**config.mk**
```make
export PLATFORM = sky130hd
export DESIGN_NAME = cache_bus_arbiter
export DESIGN_NICKNAME = d
export VERILOG_FILES = /design/src/rtl/cache_bus_arbiter_pkg.sv /design/src/rtl/rr_arb2.sv /design/src/rtl/cache_bus_arbiter.sv
export SDC_FILE = /design/constraint.sdc
export NUM_CORES = 1
export LEC_CHECK = 0
export CAP_MARGIN = 20
export CORE_AREA = 2 2 120 122
export CTS_CLUSTER_DIAMETER = 150
export DETAILED_ROUTE_END_ITERATION = 8
export DIE_AREA = 0 0 122 124
export HOLD_SLACK_MARGIN = 0.05
export PLACE_DENSITY = 0.69
export SLEW_MARGIN = 10
export SYNTH_ARGS = -nofsm -noshare
export SYNTH_HDL_FRONTEND = slang
export SYNTH_SLANG_ARGS = --single-unit
```
**constraint.sdc**
```tcl
create_clock -name clk -period 2.1 [get_ports clk]
set_input_delay 0.21 -clock clk [delete_from_list [all_inputs] [get_ports clk]]
set_output_delay 0.21 -clock clk [all_outputs]
set_load 0.03 [all_outputs]
```
**src/rtl/cache_bus_arbiter_pkg.sv**
```systemverilog
// Shared definitions for the cache bus arbiter.
// Holds the FSM state encoding, the owner (requester) encoding and the
// sram-like access size codes used by the arbiter and its grant logic.
package cache_bus_arbiter_pkg;

  typedef enum logic [1:0] {
    StIdle = 2'd0,
    StAddr = 2'd1,
    StData = 2'd2
  } state_e;

  typedef enum logic {
    OwnerInst = 1'b0,
    OwnerData = 1'b1
  } owner_e;

  localparam logic [1:0] SizeByte = 2'd0;
  localparam logic [1:0] SizeHalf = 2'd1;
  localparam logic [1:0] SizeWord = 2'd2;

endpackage

```
**src/rtl/rr_arb2.sv**
```systemverilog
// Two-way grant logic for the cache bus arbiter.
// Ports:
//   req[1:0] - request vector, bit 0 = inst, bit 1 = data
//   last     - requester granted most recently (0 inst, 1 data)
//   rr       - 1 selects round-robin on ties, 0 selects fixed data priority
//   grant    - selected requester (0 inst, 1 data); meaningless when req == 0
module rr_arb2 (
  input  logic [1:0] req,
  input  logic       last,
  input  logic       rr,
  output logic       grant
);

  always_comb begin
    grant = 1'b0;
    case (req)
      2'b01:   grant = 1'b0;
      2'b10:   grant = 1'b1;
      // Tie: round-robin hands it to whoever did not win last time.
      2'b11:   grant = rr ? ~last : 1'b1;
      default: grant = 1'b0;
    endcase
  end

endmodule

```
**src/rtl/cache_bus_arbiter.sv**
```systemverilog
// Arbiter joining an i-cache and a d-cache sram-like port onto one shared
// sram-like master port, with exactly one outstanding transaction.
// Ports:
//   clk, resetn                      - clock, asynchronous active-low reset
//   inst_* / data_* (inputs)         - requester req/wr/size/addr/wdata
//   inst_* / data_* (outputs)        - rdata and addr_ok/data_ok acknowledges
//   mem_req/wr/size/addr/wdata (out) - shared master request, from latched fields
//   mem_rdata/addr_ok/data_ok (in)   - shared master responses
module cache_bus_arbiter
  import cache_bus_arbiter_pkg::*;
#(
  parameter bit RR = 1'b1
) (
  input  logic        clk,
  input  logic        resetn,
  input  logic        inst_req,
  input  logic        inst_wr,
  input  logic [1:0]  inst_size,
  input  logic [31:0] inst_addr,
  input  logic [31:0] inst_wdata,
  output logic [31:0] inst_rdata,
  output logic        inst_addr_ok,
  output logic        inst_data_ok,
  input  logic        data_req,
  input  logic        data_wr,
  input  logic [1:0]  data_size,
  input  logic [31:0] data_addr,
  input  logic [31:0] data_wdata,
  output logic [31:0] data_rdata,
  output logic        data_addr_ok,
  output logic        data_data_ok,
  output logic        mem_req,
  output logic        mem_wr,
  output logic [1:0]  mem_size,
  output logic [31:0] mem_addr,
  output logic [31:0] mem_wdata,
  input  logic [31:0] mem_rdata,
  input  logic        mem_addr_ok,
  input  logic        mem_data_ok
);

  state_e      state_q, state_d;
  owner_e      owner_q, owner_d;
  owner_e      last_q, last_d;
  logic        wr_q, wr_d;
  logic [1:0]  size_q, size_d;
  logic [31:0] addr_q, addr_d;
  logic [31:0] wdata_q, wdata_d;

  logic        arb_grant;
  logic        own_addr_ok;
  logic        own_data_ok;

  rr_arb2 u_rr_arb2 (
    .req   ({data_req, inst_req}),
    .last  (last_q),
    .rr    (RR),
    .grant (arb_grant)
  );

  always_comb begin
    state_d     = state_q;
    owner_d     = owner_q;
    last_d      = last_q;
    wr_d        = wr_q;
    size_d      = size_q;
    addr_d      = addr_q;
    wdata_d     = wdata_q;
    mem_req     = 1'b0;
    own_addr_ok = 1'b0;
    own_data_ok = 1'b0;

    case (state_q)
      StIdle: begin
        // Stray mem acks here belong to no transaction and are ignored.
        if (inst_req || data_req) begin
          owner_d = owner_e'(arb_grant);
          last_d  = owner_e'(arb_grant);
          if (arb_grant) begin
            wr_d    = data_wr;
            size_d  = data_size;
            addr_d  = data_addr;
            wdata_d = data_wdata;
          end else begin
            wr_d    = inst_wr;
            size_d  = inst_size;
            addr_d  = inst_addr;
            wdata_d = inst_wdata;
          end
          state_d = StAddr;
        end
      end
      StAddr: begin
        mem_req = 1'b1;
        if (mem_addr_ok) begin
          own_addr_ok = 1'b1;
          if (mem_data_ok) begin
            own_data_ok = 1'b1;
            state_d     = StIdle;
          end else begin
            state_d = StData;
          end
        end
      end
      StData: begin
        if (mem_data_ok) begin
          own_data_ok = 1'b1;
          state_d     = StIdle;
        end
      end
      default: state_d = StIdle;
    endcase
  end

  always_ff @(posedge clk or negedge resetn) begin
    if (!resetn) begin
      state_q <= StIdle;
      owner_q <= OwnerInst;
      last_q  <= OwnerInst;
      wr_q    <= 1'b0;
      size_q  <= 2'd0;
      addr_q  <= 32'd0;
      wdata_q <= 32'd0;
    end else begin
      state_q <= state_d;
      owner_q <= owner_d;
      last_q  <= last_d;
      wr_q    <= wr_d;
      size_q  <= size_d;
      addr_q  <= addr_d;
      wdata_q <= wdata_d;
    end
  end

  // Request fields come only from the latched copy so they stay stable
  // while the requester moves on.
  assign mem_wr    = wr_q;
  assign mem_size  = size_q;
  assign mem_addr  = addr_q;
  assign mem_wdata = wdata_q;

  assign inst_rdata   = mem_rdata;
  assign data_rdata   = mem_rdata;
  assign inst_addr_ok = own_addr_ok && (owner_q == OwnerInst);
  assign inst_data_ok = own_data_ok && (owner_q == OwnerInst);
  assign data_addr_ok = own_addr_ok && (owner_q == OwnerData);
  assign data_data_ok = own_data_ok && (owner_q == OwnerData);

endmodule
```
== Yosys cells after proc, flatten, opt, wreduce, memory -nomap -nowiden ==
Cells that the tools add are included.
Cells by class
  add/subtract/negate cells: 0
  $mul: 0
  divide/modulo/power cells: 0
  order comparisons: 0
  equality and inequality tests: 7
  shift-type cells: 0
  muxes and demuxes: 16
  bitwise gates (word level): 1
  reductions and logical operators: 8
Operators with widths (count)
  two-way mux 32 bit: 2
  two-way mux 2 bit: 5
  equality test 2 bit, second input constant: 3
  two-way mux 1 bit: 6
  inequality test 2 bit, second input constant: 3
  case mux 2 bit (3 select lines): 1
  logical AND 1 bit: 4
  case mux 1 bit (2 select lines): 2
  AND reduction 3 bit: 1
  equality test 2 x 1 -> 1 bit, second input constant: 1
  logical NOT 2 bit: 1
  AND reduction 2 bit: 1
  logical OR 1 bit: 1
  NOT 1 bit: 1
Storage, ports and cells
  flip-flop bits (word level): 70
  latch bits: 0
  RAM bits: 0
  bits in read-only memories: 0
  memories kept: 0

== Logic depth before layout (Yosys ltp) ==
Gate-level depths: netlist (run 1).
  word-level depth: 4
  mapped depth: 7

== Hierarchy ==
Synthesis (run 1) repeated with hierarchy kept, for this count alone.
Unflattened totals
  cells, all modules: 382
  area total of the unflattened synthesis: 3836.2 um^2
Modules (own cells, without submodules)
  cache_bus_arbiter: instances 1, cells an instance 380, area each 3826.2 um^2, sequential area each 1751.7 um^2
  rr_arb2: instances 1, cells an instance 2, area each 10.0 um^2, sequential area each 0.0 um^2

== Worst setup path after synthesis (run 1) ==
OpenSTA, ideal clock, no wires.
  kind: reg-to-output
  start: register state_q[1]
  end: output data_data_ok
  arrival time: 1743 ps
  required time: 1890 ps
  path slack: 147 ps
  stages on the path, launching flop included: 5
  path buffers: 0
  cells stage by stage: dfrtp_1 > inv_1 > ha_1 > a21oi_1 > nor3b_1
On the way
  word-level cells in the longest chain between the ends: 3
  elaborated cells between the ends (all ways): 4
RTL lines
  start, declared: line cache_bus_arbiter.sv:42  | state_e state_q, state_d;
  start signal, assigned: line cache_bus_arbiter.sv:117  | state_q <= StIdle;
  start signal, assigned: line cache_bus_arbiter.sv:125  | state_q <= state_d;
  equality test 2 bit / equality test 2 x 1 -> 1 bit (equally long branches): line cache_bus_arbiter.sv:73  | case (state_q)
  case mux 1 bit (2 select lines) *: line cache_bus_arbiter.sv:73
  logical AND 1 bit *: line cache_bus_arbiter.sv:147  | assign data_data_ok = own_data_ok && (owner_q == OwnerData);
  end, declared: line cache_bus_arbiter.sv:31  | output logic data_data_ok,
Every way passes the cells marked *; elsewhere a longest branch is shown, timed or not.

== Worst setup path after layout (run 1) ==
  start: register state_q[1]
  end: output mem_req
On the way
  word-level cells in the longest chain between the ends: 2
RTL lines
  equality test 2 x 1 -> 1 bit: line cache_bus_arbiter.sv:73
  two-way mux 1 bit: line cache_bus_arbiter.sv:73
  end, declared: line cache_bus_arbiter.sv:32  | output logic mem_req,
Every way passes these cells.

==> results of run 1 <==
[final cells by class]
cell class / count / area, um^2 / area share (%)
clock buffers: 12 / 267 / 4.54
clock inverters: 4 / 53.8 / 0.917
inverters: 2 / 7.51 / 0.128
multi-input cells: 291 / 1360 / 23.1
flip-flops and latches: 70 / 1750 / 29.9
well taps: 180 / 225 / 3.84
repair buffers: 217 / 2210 / 37.6
[per-layer routing]
metal / track usage, % / part of all wire [%]
met1: 16.3 / 37
met2: 27.1 / 50
met3: 3.89 / 7.7
met4: 11.6 / 5.0
met5: 0 / 0
[report_power, final]
part           leakage, nW  switching [W]  total, W  internal (W)
clock                0.151       0.000595   0.00161       0.00102
combinational         1.47        0.00287   0.00490       0.00204
sequential           0.786       0.000387   0.00244       0.00205
total                 2.41        0.00385   0.00895       0.00511
[cell usage in the layout, fill, tap and decap left out, types with 2 or more instances in the layout]
master,netlist,final
buf_12,0,5
a31oi_1,68,68
clkbuf_2,0,2
nand2_1,136,136
clkbuf_8,0,3
ha_1,3,3
nor2b_1,2,2
a21oi_1,2,2
nor3_1,2,2
dfrtp_1,70,70
clkbuf_16,0,9
clkinvlp_4,0,2
clkdlybuf4s50_1,0,206
nor2_1,69,69
inv_1,2,2
dlygate4sd2_1,0,2
[path summary, 6_finish.rpt]
path                               start        endpoint  slack, ns  cells after the start
setup / recovery              state_q[1]         mem_req       0.12                      3
hold / removal             mem_rdata[16]  data_rdata[16]       0.42                      0
setup reg to reg              state_q[0]    mem_addr[10]       0.52                      6
hold reg to reg            mem_wdata[20]   mem_wdata[20]       0.54                      2
max in group asynchronous         resetn   mem_wdata[16]       0.95                      2
min in group asynchronous         resetn    mem_wdata[3]       0.56                      2
[synth_stat cells]
cell / instances / area [um^2]
a21boi_2: 1 / 11.3
o21a_1: 1 / 7.51
mux2i_1: 1 / 10.0
nor2b_1: 2 / 12.5
buf_2: 11 / 55.1
and3_1: 1 / 6.26
nand2_1: 136 / 510
nor3_1: 2 / 10.0
buf_6: 1 / 11.3
a21oi_1: 2 / 10.0
clkbuf_1: 9 / 33.8
ha_1: 3 / 37.5
inv_1: 2 / 7.51
o32a_1: 1 / 10.0
nor2_1: 69 / 259
nand2b_1: 1 / 6.26
a31oi_1: 68 / 425
dfrtp_1: 70 / 1750
nor3b_1: 1 / 7.51
a21bo_2: 1 / 10.0
a211oi_1: 1 / 7.51
buf_4: 72 / 541
[through the flow]
step | worst slack (ns) | cell area, um^2 | hold WS (ns) | util, % | power, W
final | 0.120 | 5870 | 0.420 | 42.8 | 0.00895
after global placement | 0.198 | 5550 | 0.395 | 40.5 | 0.00727
after global routing | 0.0487 | 5870 | 0.420 | 42.8 | 0.00954
after CTS | 0.0528 | 5880 | 0.410 | 42.8 | 0.00906
after detailed placement | 0.115 | 5550 | 0.411 | 40.5 | 0.00741
after floorplan | 0.147 | 3740 | -0.0856 | - | 0.00551
[state kept, by name, indices dropped and copies added, names as in the netlist]
| register | cells |
|---|---|
| state_q | 2 |
| mem_wr | 1 |
| mem_size | 2 |
| mem_addr | 32 |
| mem_wdata | 32 |
| last_q | 1 |
[critical path: stages (launching register included)]
cell and delay, ns:
dfrtp_1 0.38, inv_1 0.10, ha_1 0.26, clkdlybuf4s50_1 0.70
[timing repair]
| action | CTS | global route |
|---|---|---|
| hold endpoints to repair | 12 | 0 |
| pin swaps | 0 | 0 |
| hold buffers | 1 | 0 |
| resized for setup | 4 | 6 |
| setup endpoints to repair | 4 | 2 |
[logic make-up (layout without fill, tap and decap cells)]
logic type / count (synthesis) / count (layout)
AOI/OAI and AO/OA: 75 / 75
adders and majority gates: 3 / 3
buffers and inverters: 95 / 235
DFF: 70 / 70
muxes: 1 / 1
and+or+nand+nor: 212 / 212
==> results.cfg, run 1 <==
[global_route]
grt_pass1_vias = 3706
grt_first_pass_wirelength_um = 18100
grt_overflow_total = 0
grt_max_degree = 74
antenna_found_initial = 0
grt_use_total_pct = 15.6

[layout]
area_delta_synth_final_pct = 56.9
instances_no_fill = 776
layout-drive-gt1-share_pct = 4.53
nNetsFinal = 766
fillers = 1352
antenna-diode-count = 0

[cts]
cts.htree.levels = 3
postCtsSetupBuffers = 0
clk-insertion-delay-late_ns = 0.33
root_buffer = clkbuf_16
numCtsBuffers = 9
cts_tree = yes
cts_buffer_depth = 2
path_clk_slew_ns = 0.06
clock-sinks = 70

[synthesis]
postSynthCellCount = 456
synth-simple-area-share_pct = 21.7
synth_cell_types = 22
ys.warnings.count = 0
muxShareOfSynthArea_pct = 0.268
synth_top_family_by_area = simple AND/OR/NAND/NOR gates
synth.avg_cell_area_um2 = 8.20
synth_fa_ha_area_share_pct = 1.00
yosys_register_bits = 70
syn_nets = 631
synth_compound_area_share_pct = 12.9
ys_seq_area_share_pct = 46.8
synth_xor_area_share_pct = 0
synth_area_um2 = 3740

[place]
numPortBuffers = 211
dp_hpwl_um = 8600
place_congestion = 0.788
placed_cells = 759

[timing]
slew-limit-headroom_pct = 39.0
fmax_ghz = 0.505
drv_slew = 0
finalCriticalPeriod_ns = 1.98
fin_skew_ns = 0.00614
setup_viol = 0
rsz0062_at_grt = no
worstMarginPinSlew_ns = 0.915
finalHoldViolCount = 0
min_period_over_period_pct = 94.3
setup_tns_ns = 0

[power]
p_per_area_nw_per_um2 = 1530
p_leak_nw = 2.41
ir_drop_mv = 0.580

[floorplanning]
pin_count = 308
die_y_um = 124
initial_utilization_pct = 27.3
die_width_um = 122
die_area_um2 = 15100
core-area_um2 = 13700
rows = 43

[status]
status = finished clean

[worst_setup_path]
cp-start-kind = flip-flop
crit_path_max_fanout = 6
required_ns = 1.89
crit_type = flip-flop to output pin
cp_data_arrival_time_ns = 1.77
crit_path_end_kind = output pin

[routing]
routedWlPerCell_um = 15.4
wirelength_um = 11900
route.detailed.drc = 0
ant_nets = 0
viasPerCell = 4.58
vias = 3556
dr.first_iter.drc_count = 183
dr.pass1.iters = 4

[flow_run]
cap_viol_max_count = 0

[hold_path]
hold_class = primary input to output pin
No activity file was read; power rests on OpenSTA's default activity.
==> run 2: changes to the inputs <==
--- a/config.mk
+++ b/config.mk
@@ -6,13 +6,14 @@
 export NUM_CORES = 1
 export LEC_CHECK = 0
 export CAP_MARGIN = 20
-export CORE_AREA = 2 2 120 122
+export CORE_AREA = 2 2 118 120
 export CTS_CLUSTER_DIAMETER = 150
 export DETAILED_ROUTE_END_ITERATION = 8
-export DIE_AREA = 0 0 122 124
+export DIE_AREA = 0 0 120 122
 export HOLD_SLACK_MARGIN = 0.05
-export PLACE_DENSITY = 0.69
+export PLACE_DENSITY = 0.77
 export SLEW_MARGIN = 10
 export SYNTH_ARGS = -nofsm -noshare
 export SYNTH_HDL_FRONTEND = slang
+export SYNTH_HIERARCHICAL = 1
 export SYNTH_SLANG_ARGS = --single-unit
==> results.cfg, run 2 <==
[synthesis]
synth_cell_types = 25
synth_area_um2 = 3840
syn_nets = 557
synth_xor_area_share_pct = 0
muxShareOfSynthArea_pct = 18.0
synth_edf_count = 0
synth_fa_ha_area_share_pct = 0.978
yosys.cell_count.top_type = dfrtp_1
synth-simple-area-share_pct = 8.06
yosys_register_bits = 70
ys_top_cells_by_count = dfrtp_1, nand2_1, mux2i_1
postSynthCellCount = 382
synth_compound_area_share_pct = 9.92
async_flop_share_pct = 100
synth.avg_cell_area_um2 = 10.0
synth_top_area_share_pct = 45.7
ys.flop_type = dfrtp_1
ys_seq_area_share_pct = 45.7
synth_top_family_by_area = multiplexers
ys.warnings.count = 6
synth_area_leaders = dfrtp_1, mux2i_1, buf_4
synth_top_area_cell = dfrtp_1

[floorplanning]
pin_count = 308
core-area_um2 = 13500
initial_utilization_pct = 28.4
rows = 43
die_width_um = 120
die_area_um2 = 14600
die_y_um = 122

[worst_setup_path]
slowest_delay_ns = 0.70
cp-start-kind = flip-flop
r2r-end = mem_wdata[30]
crit_path_end_kind = output pin
r2r_setup_slack_ns = 0.58
crit_path_max_fanout = 6
required_ns = 1.89
crit_type = flip-flop to output pin
ff2ff_path_depth = 5
reg2reg_from = last_q
cp_data_arrival_time_ns = 1.75
slowest_stage = clkdlybuf4s50_1
crit_chain = inv_1 > ha_1 > clkdlybuf4s50_1

[routing]
dr.pass1.iters = 4
viasPerCell = 4.39
wirelength_um = 10100
dr.first_iter.drc_count = 54
route.detailed.drc = 0
ant_nets = 0
routedWlPerCell_um = 14.2
vias = 3129

[global_route]
grt_use_total_pct = 13.9
grt_max_degree = 71
grt_pass1_vias = 3228
grt_first_pass_wirelength_um = 15700
antenna_found_initial = 0
grt_overflow_total = 0

[cts]
clock-sinks = 70
root_buffer = clkbuf_16
cts_buffer_depth = 2
numCtsBuffers = 9
postCtsSetupBuffers = 0
clk-insertion-delay-late_ns = 0.33
cts.htree.levels = 3
path_clk_slew_ns = 0.05
cts_tree = yes

[place]
place_congestion = 0.807
numPortBuffers = 211
dp_hpwl_um = 7910

[layout]
final_common_cell = clkdlybuf4s50_1
layout-drive-gt1-share_pct = 4.89
layout_common_cells = clkdlybuf4s50_1, dfrtp_1, nand2_1, mux2i_1, o21ai_1
area_delta_synth_final_pct = 55.5
antenna-diode-count = 0
nNetsFinal = 704

[power]
p_leak_nw = 2.60
p_per_area_nw_per_um2 = 1410
ir_drop_mv = 0.535

[timing]
fin_skew_ns = 0.00699
fin_hold_ws_ns = 0.420
worstMarginPinSlew_ns = 0.887
fmax_ghz = 0.510
rsz0062_at_grt = no
drv_slew = 0
min_period_over_period_pct = 93.3
setup_tns_ns = 0
setup_viol = 0
finalCriticalPeriod_ns = 1.96
slew-limit-headroom_pct = 40.9
finalHoldViolCount = 0

[status]
status = finished clean

[hold_path]
worstHoldStart = mem_rdata[27]
min_to = data_rdata[27]
min_path_cells = 0
hold_class = primary input to output pin

[flow_run]
cap_viol_max_count = 0
run 2: how the worst max path moves through the flow:
stage	endpoint	depth (start not counted)	slack (ns)	from
after global routing	mem_req	3	0.06	state_q[1]
final	mem_req	3	0.14	state_q[1]
after floorplan	data_data_ok	4	0.15	state_q[1]
after detailed placement	data_data_ok	4	0.06	mem_addr_ok
after CTS	data_data_ok	5	0.02	state_q[1]
after global placement	data_data_ok	4	0.18	mem_addr_ok
run 2: power breakdown:
part           internal [W]  switching (W)  total, W
clock network      0.000971       0.000522   0.00149
logic               0.00193        0.00260   0.00453
registers           0.00202       0.000361   0.00239
run 2: layout make-up:
cell class                      count  area [um^2]
Clock buffer                       13          260
Clock inverter                      1         30.0
Fill cell                        1255         7540
Inverter                            3         11.3
Multi-Input combinational cell    223         1440
Sequential cell                    70         1750
Tap cell                          180          225
Timing Repair Buffer              222         2250
run 2: metal layers:
metal  global-route usage [%]  up-vias  routed length, um
li1                         -     1518                  -
met1                     14.8     1410               3830
met2                     23.0      161               4940
met3                     4.87       40                910
met4                     9.71        0                453
met5                        0        -                  0
run 2: stage by stage:
stage | instance area (um^2) | utilization, % | power, W | setup WS (ns) | cells
after global routing | 5960 | 44.2 | 0.00894 | 0.0556 | 712
after CTS | 5970 | 44.2 | 0.00858 | 0.0176 | 712
after detailed placement | 5670 | 42.0 | 0.00703 | 0.0578 | 697
after floorplan | 3840 | - | 0.00531 | 0.147 | 382
final | 5960 | 44.2 | 0.00841 | 0.141 | 712
after global placement | 5670 | 42.0 | 0.00691 | 0.182 | 697
run 2: what timing repair did:
action | CTS | global route
gates resized for setup | 4 | 3
endpoints found under the setup margin | 4 | 1
endpoints found under the hold margin | 16 | 0
hold buffers | 1 | 0
run 2: critical path: cells and delay by family, from the launching register on:
kind	cells	cell delay (ns)
buf+inv	2	0.79
flops	1	0.38
fa+ha+maj	1	0.25
run 2: kinds of logic after synthesis:
| kind of cell | count (synthesis) |
|---|---|
| buffers and inverters | 89 |
| AND/OR/NAND/NOR | 78 |
| AO/OA/AOI/OAI | 72 |
| flip-flops | 70 |
| multiplexers | 69 |
| adder cells (fa/ha/maj) | 3 |
| other | 1 |
